<file path="src/rtl/psum_drain.sv">
// psum_drain: realigns the skewed partial-sum wavefront from the bottom PE row into whole rows and queues them.
// Latency: NUM enabled cycles from in_valid to out_valid when the queue is empty; each EN=0 cycle in between adds one.
// Backpressure: out_ready low holds the head row; a write into a full queue with no read in that cycle is dropped.
// Ports: CLK/RESET (sync, active high); EN advances the de-skew pipeline; in_valid/in_sum carry the skewed lanes;
//        out_valid/out_ready/out_row deliver aligned rows; overflow (sticky), drop_cnt (saturating), row_cnt (wrapping).
module psum_drain #(
  parameter int NUM   = 16,
  parameter int DEPTH = 4
) (
  input  logic              CLK,
  input  logic              RESET,
  input  logic              EN,
  input  logic              in_valid,
  input  logic [NUM*16-1:0] in_sum,
  output logic              out_valid,
  input  logic              out_ready,
  output logic [NUM*16-1:0] out_row,
  output logic              overflow,
  output logic [7:0]        drop_cnt,
  output logic [15:0]       row_cnt
);

  localparam int AW = $clog2(DEPTH);
  localparam int CW = AW + 1;
  localparam int TW = NUM - 1;
  localparam logic [CW-1:0] FULL_CNT = CW'(DEPTH);

  // ---------------------------------------------------------------------------
  // De-skew: lane c waits NUM-1-c enabled cycles so every lane of a row lines
  // up with the last lane, which arrives NUM-1 cycles after lane 0.
  // ---------------------------------------------------------------------------
  logic [NUM*16-1:0] aligned;

  genvar c;
  generate
    for (c = 0; c < NUM; c++) begin : g_lane
      if (c == NUM - 1) begin : g_direct
        assign aligned[c*16 +: 16] = in_sum[c*16 +: 16];
      end else begin : g_delay
        localparam int D = NUM - 1 - c;
        logic [15:0] dly_q [D];
        logic [15:0] dly_d [D];

        always_comb begin
          dly_d = dly_q;
          if (EN) begin
            dly_d[0] = in_sum[c*16 +: 16];
            for (int i = 1; i < D; i++) begin
              dly_d[i] = dly_q[i-1];
            end
          end
        end

        always_ff @(posedge CLK) begin
          if (RESET) dly_q <= '{default: '0};
          else       dly_q <= dly_d;
        end

        assign aligned[c*16 +: 16] = dly_q[D-1];
      end
    end
  endgenerate

  // ---------------------------------------------------------------------------
  // Row tag travels alongside lane 0's data; bit 0 is the newest entry.
  // ---------------------------------------------------------------------------
  logic [TW-1:0] tag_q, tag_d;
  logic          wr;

  always_comb begin
    tag_d = tag_q;
    if (EN) tag_d = TW'({tag_q, in_valid});
  end

  // A frozen pipeline must not re-write the row sitting at its output.
  assign wr = tag_q[TW-1] & EN;

  // ---------------------------------------------------------------------------
  // Output queue and status counters.
  // ---------------------------------------------------------------------------
  logic [NUM*16-1:0] mem_q [DEPTH];
  logic [NUM*16-1:0] mem_d [DEPTH];
  logic [AW-1:0]     wptr_q, wptr_d, rptr_q, rptr_d;
  logic [CW-1:0]     cnt_q, cnt_d;
  logic              overflow_q, overflow_d;
  logic [7:0]        drop_q, drop_d;
  logic [15:0]       rows_q, rows_d;
  logic              full, rd, we, drop;

  assign out_valid = (cnt_q != '0);

  always_comb begin
    full = (cnt_q == FULL_CNT);
    rd   = out_valid & out_ready;
    // A read in the same cycle frees the slot, so a full queue still takes the row.
    we   = wr & (~full | rd);
    drop = wr & full & ~rd;

    mem_d = mem_q;
    if (we) mem_d[wptr_q] = aligned;

    wptr_d     = we ? wptr_q + AW'(1) : wptr_q;
    rptr_d     = rd ? rptr_q + AW'(1) : rptr_q;
    cnt_d      = cnt_q + CW'(we) - CW'(rd);
    overflow_d = overflow_q | drop;
    drop_d     = (drop && drop_q != 8'hFF) ? drop_q + 8'd1 : drop_q;
    rows_d     = rows_q + 16'(rd);
  end

  always_ff @(posedge CLK) begin
    if (RESET) begin
      tag_q      <= '0;
      wptr_q     <= '0;
      rptr_q     <= '0;
      cnt_q      <= '0;
      overflow_q <= 1'b0;
      drop_q     <= '0;
      rows_q     <= '0;
    end else begin
      tag_q      <= tag_d;
      wptr_q     <= wptr_d;
      rptr_q     <= rptr_d;
      cnt_q      <= cnt_d;
      overflow_q <= overflow_d;
      drop_q     <= drop_d;
      rows_q     <= rows_d;
    end
  end

  // Row storage carries no reset; its contents only matter once counted in cnt_q.
  always_ff @(posedge CLK) begin
    mem_q <= mem_d;
  end

  // Zeroed while empty so stale rows never appear on the bus (e.g. right after reset).
  assign out_row  = out_valid ? mem_q[rptr_q] : '0;
  assign overflow = overflow_q;
  assign drop_cnt = drop_q;
  assign row_cnt  = rows_q;

endmodule

</file>
<file path="config.mk">
export PLATFORM = sky130hd
export DESIGN_NAME = psum_drain
export DESIGN_NICKNAME = d
export VERILOG_FILES = /design/src/rtl/psum_drain.sv
export SDC_FILE = /design/constraint.sdc
export NUM_CORES = 2
export LEC_CHECK = 0
export ABC_AREA = 1
export CELL_PAD_IN_SITES_DETAIL_PLACEMENT = 0
export CELL_PAD_IN_SITES_GLOBAL_PLACEMENT = 1
export CORE_MARGIN = 2
export CORE_UTILIZATION = 46
export CTS_CLUSTER_SIZE = 40
export DETAILED_ROUTE_END_ITERATION = 10
export PLACE_DENSITY_LB_ADDON = 0.05
export RECOVER_POWER = 100
export SLEW_MARGIN = 5
export SYNTH_ARGS = -nofsm -noshare
export SYNTH_HDL_FRONTEND = slang
export SYNTH_SLANG_ARGS = --single-unit
</file>
<file path="constraint.sdc">
create_clock -name CLK -period 24.3 [get_ports CLK]
set_clock_uncertainty 0.1 [all_clocks]
set_input_delay 7.29 -clock CLK [delete_from_list [all_inputs] [get_ports CLK]]
set_output_delay 7.29 -clock CLK [all_outputs]
set_load 0.02 [all_outputs]
</file>
==> results.py <==
metrics = {
    "setup_path": {
        "endpoint_kind": "register",
        "reg2reg_depth": 6,
        "endpoint": "mem_q[364]",
        "cp-start-kind": "input port",
        "rr_endpoint": "mem_q[364]",
        "r2r_slack_ns": 17.56,
        "path_class": "input port to register",
        "cp_max_fo": 132,
        "cp.arrival_ns": 18.46,
        "cp-startpoint": "EN",
        "worstReg2RegStart": "tag_q[14]",
        "cp.required_ns": 24.73,
    },
    "finish": {
        "areaGrowthSynthToFinish_pct": 15.2,
        "n_fill_cell": 21070,
        "final_nets": 12031,
        "finish.utilization_pct": 53.2,
        "drive_above_1_share_pct": 4.40,
    },
    "floorplanning": {
        "die_w_um": 486,
        "ioPinCount": 543,
        "initial_utilization_pct": 46.1,
        "die_h_um": 486,
        "die_area_sq_mm": 0.236,
        "core_sq_mm": 0.232,
        "placement_rows": 177,
    },
    "timing": {
        "timing.final.ws_setup_ns": 6.27,
        "fin_tns_setup_ns": 0,
        "hold_ws_ns": 0.348,
        "fmax_mhz": 55.5,
        "slew_headroom_pct": -303,
        "hold_viol": 0,
        "drv_slew": 2762,
        "tightestPinTransition_ns": 6.04,
        "rsz0062_at_grt": "false",
        "period_share_pct": 74.2,
        "setup_viol": 0,
        "finalCriticalPeriod_ns": 18.03,
    },
    "pwr": {
        "p_leak_uw": 0.0478,
        "switching_share_pct": 29.2,
        "powerDensity_mw_per_mm2": 103,
        "pwr-share-clk_pct": 37.4,
        "p_int_uw": 8980,
        "sequentialPowerShare_pct": 43.7,
        "pwr-share-comb_pct": 18.9,
        "power_switching_uw": 3710,
        "ir_worst_vdd_mv": 0.0859,
    },
    "worst_hold_path": {
        "hp-start": "g_lane[7].g_delay.dly_q[26]",
        "hold_depth": 2,
        "hold_path.class": "register to register",
    },
    "synth": {
        "synth_nets": 11920,
        "ys_ff_latch": 2991,
        "synth_area_sq_mm": 0.107,
        "avgSynthCellArea_sq_um": 9.18,
        "synth_cells": 11649,
        "yosysSeqAreaShare_pct": 65.6,
        "yosysWarnings": 0,
        "ys_top_cells_by_area": "dfxtp_1, edfxtp_1, nor2_1",
        "ys_types": 27,
        "yosys.area.top_type_share_pct": 36.8,
        "synth_top_area_cell": "dfxtp_1",
    },
    "drt": {
        "drcViolationCount": 0,
        "via_per_inst": 5.15,
        "vias": 77504,
        "routedWlPerCell_um": 17.4,
        "ant_nets": 0,
        "drtIter0Drc": 5872,
        "drt-total-wl_um": 262000,
        "drtPass1Iterations": 5,
    },
    "cts": {
        "clkSinkCount": 2991,
        "clk_path_buf_depth": 4,
        "ctsResizeCount": 0,
        "cts_tree": "done",
        "path_clk_slew_ns": 0.06,
        "numCtsBuffers": 327,
        "clock_latency_ns": 0.92,
        "post_cts_buffers": 0,
        "root_buffer": "clkbuf_16",
        "cts_hold_buf": 0,
        "h-tree-depth": 5,
    },
    "placed_design": {
        "dp_hpwl_um": 142000,
        "portBuffers": 542,
        "routabilityCongestion": 0.775,
        "pre_cts_slack_ns": 11.17,
    },
    "outcome": {
        "violations": "max-capacitance violations, max-slew violations",
        "outcome": "finished with violations",
    },
    "global_routing": {
        "grt_use_met2_pct": 34.6,
        "antenna_found_initial": 19,
        "grt.total_usage_pct": 21.7,
        "grt_pass1_wl_um": 417000,
        "grt_overflow": 0,
        "use_met1_pct": 30.8,
        "grt-busiest-layer": "met2",
        "gr-usage-met3_pct": 3.45,
        "grt_max_degree": 286,
        "grt_pass1_vias": 74913,
    },
    "run": {
        "max-cap-violations": 33,
    },
}
critical path, stage by stage:
cell and delay [ns]:
clkbuf_1 4.15, nand2_1 1.21, inv_1 0.21, nand2_1 0.21, nor2_1 1.37, clkbuf_1 2.70, buf_4 1.08
registers in the layout, indices dropped and copies added (netlist names):
register and cells:
g_lane.g_delay.dly_q 1696, mem_q 1024, aligned 224, row_cnt 16
tag_q 15, drop_cnt 8, cnt_q 3, rptr_q 2
wptr_q 2, overflow 1
synthesized netlist by cell type, drive strengths merged:
master	instances
xnor2	3
nor2	4940
ha	9
nand3b	3
nor3	5
nand2	57
nand3	16
fa	1
o21ai	2457
xor2	1
inv	42
clkbuf	521
nand4	4
edfxtp	1024
clkinv	1
o21a	1
a21oi	271
buf	326
dfxtp	1967
per-layer routing:
layer  routed length (um)  vias to the layer above
li1                     -                    38588
met1               124000                    36910
met2               117000                     1589
met3                13800                      403
met4                 6390                       14
met5                   90                        -
area by class of cell:
| type | count | area (sq um) | area share (%) |
|---|---|---|---|
| Tap cell | 3043 | 3810 | 3.09 |
| Sequential cell | 2991 | 70100 | 56.9 |
| Antenna cell | 8 | 20.0 | 0.0162 |
| Inverter | 43 | 211 | 0.172 |
| Multi-Input combinational cell | 7768 | 32700 | 26.6 |
| Timing Repair Buffer | 629 | 6080 | 4.94 |
| Clock inverter | 117 | 975 | 0.791 |
| Clock buffer | 463 | 9290 | 7.54 |
worst min-delay path by stage:
stage                                  end  slack (ns)
2_1_floorplan                    tag_q[13]        0.35
3_3_place_gp                      overflow        0.35
3_5_place_dp                      overflow        0.36
4_1_cts                       aligned[122]        0.35
5_1_grt        g_lane[8].g_delay.dly_q[81]        0.38
6_report                      aligned[122]        0.35
per-stage QoR:
stage               area (sq um)  total power (uW)  cells
finish                    123000             12700  15062
global route              123000             13300  15055
CTS                       123000             12900  15054
detailed placement        113000              8160  14474
global placement          113000              8150  14474
floorplan                 107000              6970  11649
cell families (layout without fill, tap and decap cells):
| family | after synthesis | after routing | share of synthesized area (%) |
|---|---|---|---|
| and+or+nand+nor | 5025 | 5025 | 17.7 |
| buffers and inverters | 890 | 1252 | 3.82 |
| adders and majority gates | 10 | 10 | 0.124 |
| xor gates and xnor gates | 4 | 4 | 0.0328 |
| DFF | 2991 | 2991 | 65.6 |
| other | 0 | 8 | 0 |
| AOI/OAI and AO/OA | 2729 | 2729 | 12.8 |
layout by cell type, fill, tap and decap left out, types with 7 or more instances in the layout:
master	netlist	routed
clkbuf_16	0	335
dfxtp_1	1967	1966
nor2_1	4939	4940
clkinvlp_4	0	9
o21ai_0	2359	2370
clkinv_1	1	32
inv_1	40	38
buf_4	108	51
clkdlybuf4s50_1	0	249
ha_1	9	9
clkbuf_1	518	113
o21ai_1	98	87
nand2_1	57	57
a21oi_1	271	271
clkinv_2	0	51
inv_6	1	7
nand3_1	16	16
buf_12	0	9
clkbuf_8	0	43
diode_2	0	8
bufinv_16	0	14
edfxtp_1	1024	1024
dlygate4sd3_1	0	292
power groups by stage:
| stage | clock network (uW) | logic, uW | registers (uW) |
|---|---|---|---|
| 3_5_place_dp | 0 | 2510 | 5660 |
| 4_1_cts | 4860 | 2520 | 5550 |
| 2_1_floorplan | 0 | 1360 | 5610 |
| 3_3_place_gp | 0 | 2500 | 5650 |
| 5_1_grt | 5060 | 2610 | 5580 |
| 6_report | 4740 | 2400 | 5550 |
No activity file was read; power rests on OpenSTA's default activity.
